$ cat config.mk
export PLATFORM = sky130hd
export DESIGN_NAME = class_score_packer
export DESIGN_NICKNAME = d
export VERILOG_FILES = /design/src/rtl/class_score_packer.sv
export SDC_FILE = /design/constraint.sdc
export NUM_CORES = 1
export LEC_CHECK = 0
export CELL_PAD_IN_SITES_DETAIL_PLACEMENT = 0
export CELL_PAD_IN_SITES_GLOBAL_PLACEMENT = 1
export CORE_AREA = 2 2 201 203
export CTS_BUF_LIST = sky130_fd_sc_hd__clkbuf_16
export CTS_CLUSTER_SIZE = 40
export DETAILED_ROUTE_END_ITERATION = 10
export DIE_AREA = 0 0 203 205
export GPL_ROUTABILITY_DRIVEN = 0
export PLACE_DENSITY = 0.84
export SLEW_MARGIN = 20
export SYNTH_ARGS = -nofsm -noshare
export SYNTH_HDL_FRONTEND = slang
export SYNTH_SLANG_ARGS = --single-unit
export TNS_END_PERCENT = 1
$ cat constraint.sdc
create_clock -name clk -period 2.05 [get_ports clk]
set_input_delay 0.41 -clock clk [delete_from_list [all_inputs] [get_ports clk]]
set_output_delay 0.41 -clock clk [all_outputs]
set_load 0.05 [all_outputs]
$ cat src/rtl/class_score_packer.sv
// Serial-to-parallel class score packer: requantizes signed per-class scores to
// unsigned bytes and publishes a complete frame as one flat vector with a valid pulse.
module class_score_packer #(
   parameter int NUM_CLASS = 24,
   parameter int IN_W      = 16,
   parameter int OUT_W     = 8,
   parameter int SHIFT     = 4
) (
   input  logic                       clk,
   input  logic                       resetn,
   input  logic [IN_W-1:0]            score_i,
   input  logic                       score_valid_i,
   input  logic                       sof_i,
   output logic                       score_ready_o,
   output logic [NUM_CLASS*OUT_W-1:0] data_out,
   output logic                       valid_o,
   output logic                       frame_err_o
);

   localparam int CNT_W = (NUM_CLASS > 1) ? $clog2(NUM_CLASS) : 1;
   localparam logic [CNT_W-1:0] LAST_SLOT = CNT_W'(NUM_CLASS - 1);
   localparam logic signed [IN_W-1:0] SAT_MAX = IN_W'((1 << OUT_W) - 1);

   localparam logic [1:0] IDLE    = 2'd0;
   localparam logic [1:0] COLLECT = 2'd1;
   localparam logic [1:0] PUBLISH = 2'd2;

   logic [1:0]                       state_q, state_d;
   logic [CNT_W-1:0]                 cnt_q, cnt_d;
   logic [NUM_CLASS-1:0][OUT_W-1:0]  buf_q, buf_d;
   logic [NUM_CLASS*OUT_W-1:0]       data_q, data_d;
   logic                             valid_q, valid_d;
   logic                             err_q, err_d;

   logic                             accept;
   logic                             wr_en;
   logic [CNT_W-1:0]                 wr_idx;
   logic [OUT_W-1:0]                 rq;

   // Arithmetic shift, then clamp to [0, 2^OUT_W-1].
   function automatic logic [OUT_W-1:0] requant(input logic signed [IN_W-1:0] s);
      logic signed [IN_W-1:0] q;
      q = s >>> SHIFT;
      if (q < 0)
         requant = '0;
      else if (q > SAT_MAX)
         requant = '1;
      else
         requant = q[OUT_W-1:0];
   endfunction

   assign score_ready_o = (state_q != PUBLISH);
   assign accept        = score_valid_i && score_ready_o;
   assign rq            = requant($signed(score_i));

   always_comb begin
      state_d = state_q;
      cnt_d   = cnt_q;
      data_d  = data_q;
      valid_d = 1'b0;
      err_d   = 1'b0;
      wr_en   = 1'b0;
      wr_idx  = '0;
      case (state_q)
         IDLE: begin
            if (accept) begin
               if (sof_i) begin
                  wr_en   = 1'b1;
                  cnt_d   = CNT_W'(1);
                  state_d = COLLECT;
               end else begin
                  err_d = 1'b1;
               end
            end
         end
         COLLECT: begin
            if (accept) begin
               wr_en = 1'b1;
               if (sof_i) begin
                  // Restart: stale slots are all rewritten before the next publish.
                  err_d = 1'b1;
                  cnt_d = CNT_W'(1);
               end else begin
                  wr_idx = cnt_q;
                  if (cnt_q == LAST_SLOT) begin
                     cnt_d   = '0;
                     state_d = PUBLISH;
                  end else begin
                     cnt_d = cnt_q + CNT_W'(1);
                  end
               end
            end
         end
         PUBLISH: begin
            data_d  = buf_q;
            valid_d = 1'b1;
            state_d = IDLE;
         end
         default: state_d = IDLE;
      endcase
   end

   always_comb begin
      buf_d = buf_q;
      for (int j = 0; j < NUM_CLASS; j++) begin
         if (wr_en && (wr_idx == CNT_W'(j)))
            buf_d[j] = rq;
      end
   end

   always_ff @(posedge clk or negedge resetn) begin
      if (!resetn) begin
         state_q <= IDLE;
         cnt_q   <= '0;
         buf_q   <= '0;
         data_q  <= '0;
         valid_q <= 1'b0;
         err_q   <= 1'b0;
      end else begin
         state_q <= state_d;
         cnt_q   <= cnt_d;
         buf_q   <= buf_d;
         data_q  <= data_d;
         valid_q <= valid_d;
         err_q   <= err_d;
      end
   end

   assign data_out    = data_q;
   assign valid_o     = valid_q;
   assign frame_err_o = err_q;

endmodule

After elaboration in Yosys (flattened, before gate mapping)
Index checks and enable logic that the tools add are counted.
{"block": "totals", "in_bits": 20, "ff_bits": 393, "output_inout_bits": 195, "wordCells": 119}
{"block": "classes", "n_reduce_logical": 30, "eq_ne": 32, "n_addsub": 1, "n_mux": 25, "n_lt_le_gt_ge": 2}
{"op": "equality test 5 bit (second input constant)", "count": 9}
{"op": "equality test 5 x 4 -> 1 bit (second input constant)", "count": 8}
{"op": "two-way mux 5 bit", "count": 8}
{"op": "logical AND 1 bit", "count": 25}
{"op": "equality test 5 x 3 -> 1 bit (second input constant)", "count": 4}
{"op": "two-way mux 8 bit", "count": 2}
{"op": "greater-than comparator 12 x 9 -> 1 bit (second input constant)", "count": 1}
{"op": "< comparator 12 x 1 -> 1 bit (second input constant)", "count": 1}
{"op": "!= test 2 bit (second input constant)", "count": 6}
{"op": "equality test 5 x 2 -> 1 bit (second input constant)", "count": 2}
{"op": "two-way mux 2 bit", "count": 5}
{"op": "case mux 5 bit (2 select lines)", "count": 1}
{"op": "two-way mux 1 bit", "count": 6}
{"op": "adder 5 x 1 -> 5 bit (second input constant)", "count": 1}
{"op": "equality test 5 x 1 -> 1 bit (second input constant)", "count": 1}
{"op": "logical NOT 5 bit", "count": 1}
{"op": "AND reduction 5 bit", "count": 1}
{"op": "case mux 1 bit (2 select lines)", "count": 2}
{"op": "case mux 2 bit (2 select lines)", "count": 1}
{"op": "AND reduction 4 bit", "count": 1}
{"op": "equality test 2 x 1 -> 1 bit (second input constant)", "count": 1}
{"op": "equality test 2 bit (second input constant)", "count": 1}
{"op": "logical NOT 2 bit", "count": 1}
{"op": "nonzero test 2 bit", "count": 1}

Depth between registers and ports, before layout
Gate-level depths: netlist of the first run.
{"block": "depth", "depth_word": 6, "depth_mapped": 8, "depth_no_buf": 5}

Worst setup path after synthesis of the first run
Ideal clock, no wire load.
{"block": "synth_timing", "path_kind": "input to register", "startpoint": "in sof_i", "endpoint": "reg buf_q[48] (netlist bit)", "setup_ns": 0.125, "arrival_time_ns": 1.851, "slack_ns": 0.074, "t_required_ns": 1.925, "stages": 6, "path_buffers": 2, "cell_sequence": "buf_6 -> buf_2 -> nor3b_1 -> o2111ai_1 -> nor2_2 -> mux2_2"}
{"block": "synth_between", "elab_chain_cells": 5, "elab_cells_between_ends": 8, "cone_classes": "eq/ne: 1; mux: 6; reduce/logical: 1"}
{"item": "start, declared", "line": "13", "source": "input logic sof_i,"}
{"item": "two-way mux 5 bit", "line": "79", "source": "if (sof_i) begin"}
{"item": "two-way mux 5 bit", "line": "77", "source": "if (accept) begin"}
{"item": "two-way mux 5 bit", "line": "64", "source": "case (state_q)"}
{"item": "equality test 5 x 3 -> 1 bit", "line": "106", "source": "if (wr_en && (wr_idx == CNT_W'(j)))"}
{"item": "logical AND 1 bit (*)", "line": "106"}
{"item": "end signal, assigned", "line": "122", "source": "buf_q <= buf_d;"}
{"item": "end, declared", "line": "30", "source": "logic [NUM_CLASS-1:0][OUT_W-1:0] buf_q, buf_d;"}
Mark *: on every way between the ends. The rest lies on a longest branch, timed or not.
A chain may end at the register's enable or synchronous reset.

Worst setup path after layout of the first run
{"block": "layout_timing", "startpoint": "reg state_q[1]", "endpoint": "reg buf_q[9] (netlist bit)"}
{"block": "layout_between", "elab_chain_cells": 6, "elab_cells_between_ends": 11, "cone_classes": "eq/ne: 3; mux: 5; reduce/logical: 3"}
{"item": "start, declared", "line": "28", "source": "logic [1:0] state_q, state_d;"}
{"item": "start signal, assigned", "line": "120", "source": "state_q <= state_d;"}
{"item": "!= test 2 bit", "line": "52", "source": "assign score_ready_o = (state_q != PUBLISH);"}
{"item": "logical AND 1 bit", "line": "53", "source": "assign accept = score_valid_i && score_ready_o;"}
{"item": "two-way mux 5 bit", "line": "77"}
{"item": "two-way mux 5 bit", "line": "64"}
{"item": "equality test 5 x 1 -> 1 bit", "line": "106"}
{"item": "logical AND 1 bit (*)", "line": "106"}
Marks and branches as above.

==> results of run 1 <==
## synthesized netlist by cell type (2+ instances only)
cell type / count
nand2_1: 588
dfrtp_1: 393
mux2_2: 182
clkbuf_1: 59
nor2_1: 23
mux2_4: 8
o21ai_0: 7
buf_2: 6
nor2_2: 6
nor3_4: 6
nor2b_1: 5
buf_6: 3
a22o_1: 2
and4bb_2: 2
buf_1: 2
inv_1: 2
mux2_1: 2
nand2b_1: 2
nand3_1: 2
nand3b_1: 2
nand4_1: 2
nor3b_1: 2
nor4_4: 2
o2111ai_1: 2
or3_1: 2
## cell families after synthesis
group                    synth area share
multiplexers                        0.144
flip-flops                          0.647
buffers and inverters              0.0202
AND/OR/NAND/NOR                     0.179
adder cells (fa/ha/maj)          0.000823
AO/OA/AOI/OAI                     0.00815
XOR/XNOR                         0.000576
## timing repair
action | 4_1_cts | 5_1_grt
buffers inserted | 0 | 1
hold buffers | 1 | 0
endpoints found under the setup margin | 189 | 59
gates resized for setup | 188 | 1
hold endpoints to repair | 31 | 0
pin swaps | 0 | 1
## area by class of cell
cell class	instances	area [sq um]	share of cell area
inverters	2	12.5	0.000636
flip-flops and latches	393	9840	0.500
clock buffers	43	1080	0.0547
multi-input cells	866	5140	0.261
well taps	525	657	0.0334
diodes	1	2.50	0.000127
repair buffers	282	2750	0.140
clock inverters	31	211	0.0107
## power by group through the flow
| stage | clock (uW) | sequential, uW | combinational [uW] |
|---|---|---|---|
| 5_1_grt | 7610 | 8260 | 950 |
| 3_3_place_gp | 0 | 8340 | 846 |
| 3_5_place_dp | 0 | 8360 | 870 |
| 4_1_cts | 7290 | 8220 | 878 |
| 2_1_floorplan | 0 | 8300 | 439 |
| 6_report | 7080 | 8220 | 852 |
## metal layers
layer | vias up | track usage | wire [um]
met2 | 218 | 0.296 | 17800
met3 | 52 | 0.0321 | 1910
met4 | 0 | 0.0654 | 770
met5 | - | 0 | 0
li1 | 4800 | - | -
met1 | 5172 | 0.251 | 16400
## flip-flops by register name, indices dropped and copies added (netlist names)
register / cells
buf_q: 192
cnt_q: 5
data_out: 192
frame_err_o: 1
state_q: 2
valid_o: 1
## path summary, 6_finish.rpt
check / startpoint / endpoint / cells after the start
max: state_q[1]$_DFFE_PN0P_ / buf_q[9]$_DFFE_PN0P_ / 6
min: resetn / buf_q[132]$_DFFE_PN0P_ / 2
max reg2reg: state_q[1]$_DFFE_PN0P_ / buf_q[9]$_DFFE_PN0P_ / 6
min reg2reg: buf_q[107]$_DFFE_PN0P_ / data_out[107]$_DFFE_PN0P_ / 2
max in group asynchronous: resetn / buf_q[163]$_DFFE_PN0P_ / 3
min in group clk: buf_q[107]$_DFFE_PN0P_ / data_out[107]$_DFFE_PN0P_ / 2
## critical path, cell delays in order (launching register included)
cell	delay (ns)
dfrtp_2	0.44
nand4b_2	0.23
or3_4	0.36
buf_4	0.17
nor3_4	0.19
buf_12	0.15
mux2_2	0.33
## stage by stage
step / std cells / utilization
floorplan: 1332 / -
global placement: 2066 / 0.472
detailed placement: 2066 / 0.472
CTS: 2141 / 0.500
global route: 2142 / 0.500
finish: 2143 / 0.500
==> results.py, run 1 <==
metrics = {
    "detailed_routing": {
        "detail-route-antenna-nets": 0,
        "routed_wl_um": 36900,
        "wl_per_cell_um": 17.2,
        "vias": 10200,
        "firstDrtPassIters": 4,
        "vias_per_cell": 4.78,
        "drc": 0,
        "drt_iter0_drc": 515,
    },
    "global_route": {
        "grt_max_degree": 139,
        "overflow": 0,
        "antenna_found_initial": 2,
        "grt_pass1_wl_um": 59500,
        "track_usage": 0.184,
        "grt_pass1_vias": 10600,
    },
    "clocking": {
        "cts_buffer_depth": 3,
        "clk_pin_slew_ns": 0.06,
        "cts_sinks": 393,
        "cts_tree": "yes",
        "cts_made_buffers": 42,
        "insertion_delay_ns": 0.56,
        "cts_htree_levels": 2,
        "root_buffer": "clkbuf_16",
    },
    "die": {
        "ios": 215,
        "coreArea_sq_um": 39400,
        "num_rows": 73,
        "start_util": 0.386,
        "die_x_um": 203,
        "dieArea_sq_um": 41600,
        "dieHeight_um": 205,
    },
    "job": {
        "maxCapViolations": 0,
    },
    "synthesis": {
        "synth_nets": 1353,
        "syn_avg_cell_area_sq_um": 11.4,
        "synth_top_area_share": 0.647,
        "async_reset_ff_frac": 1.00,
        "yosysTopAreaCell": "dfrtp_1",
        "synth_edf_count": 0,
        "synth_ff_type": "dfrtp_1",
        "synth_cells": 1332,
        "netlist_area_sq_um": 15200,
        "yosysUniqueCellTypes": 45,
        "synth-seq-cells": 393,
        "yosys_warnings": 0,
        "yosysSeqAreaShare": 0.647,
        "synth.area.top_cells": "dfrtp_1 65%, nand2_1 15%, mux2_2 13%",
    },
    "layout": {
        "final.fill_count": 3565,
        "layout_commonest_cell": "nand2_1",
        "layout_common_cells": "588 x nand2_1, 392 x dfrtp_1, 186 x dlygate4sd2_1",
        "drive_gt1_frac": 0.224,
        "nNetsFinal": 1608,
        "design_area_sq_um": 19700,
        "area_growth_pct": 29.4,
    },
    "worst_hold_path": {
        "hold_class": "input pin to async pin",
    },
    "critical_path": {
        "cp.required_ns": 2.48,
        "worstPathArrival_ns": 2.45,
        "crit_type": "register to register",
        "start_kind": "register",
        "end_kind": "register",
        "critPathMaxFanout": 8,
        "rrSetupSlack_ns": 0.03,
    },
    "power": {
        "switching_share": 0.227,
        "p_total_uw": 16100,
        "peakVddDrop_uv": 540,
        "p_leak_uw": 0.0111,
        "p_clk_frac": 0.438,
        "p_seq_frac": 0.509,
        "power.internal_uw": 12500,
        "p_per_area_nw_per_um2": 821,
        "combinationalPowerShare": 0.053,
        "switchingPower_uw": 3660,
    },
    "place": {
        "pre_cts_ws_ns": -0.556,
        "hpwl_um": 23200,
        "place_area_sq_um": 18600,
        "io_buffers": 210,
    },
    "sta": {
        "layout_setup_ws_ns": 0.0322,
        "drv_slew": 0,
        "timing.hold.ws_ns": 0.377,
        "rsz0062_at_grt": "yes",
        "finalHoldViolations": 0,
        "period_needed_ns": 2.02,
        "worst_pin_slew_ns": 0.987,
        "slew_headroom": 0.341,
        "timing.fmax_mhz": 496,
        "setup_violations": 0,
        "timing.final.crit_share": 0.984,
        "fin_skew_ns": 0.0139,
        "finalSetupTns_ns": 0,
    },
    "run_status": {
        "outcome": "finished clean",
    },
}
Power figures use the tool's default switching activity.
==> inputs of run 2 (changes only) <==
--- a/config.mk
+++ b/config.mk
@@ -14,7 +14,6 @@
 export DIE_AREA = 0 0 203 205
 export GPL_ROUTABILITY_DRIVEN = 0
 export PLACE_DENSITY = 0.84
-export SLEW_MARGIN = 20
 export SYNTH_ARGS = -nofsm -noshare
 export SYNTH_HDL_FRONTEND = slang
 export SYNTH_SLANG_ARGS = --single-unit
==> results of run 2 <==
Same layout as run 1: the final DEF is identical, and so are final timing and power.
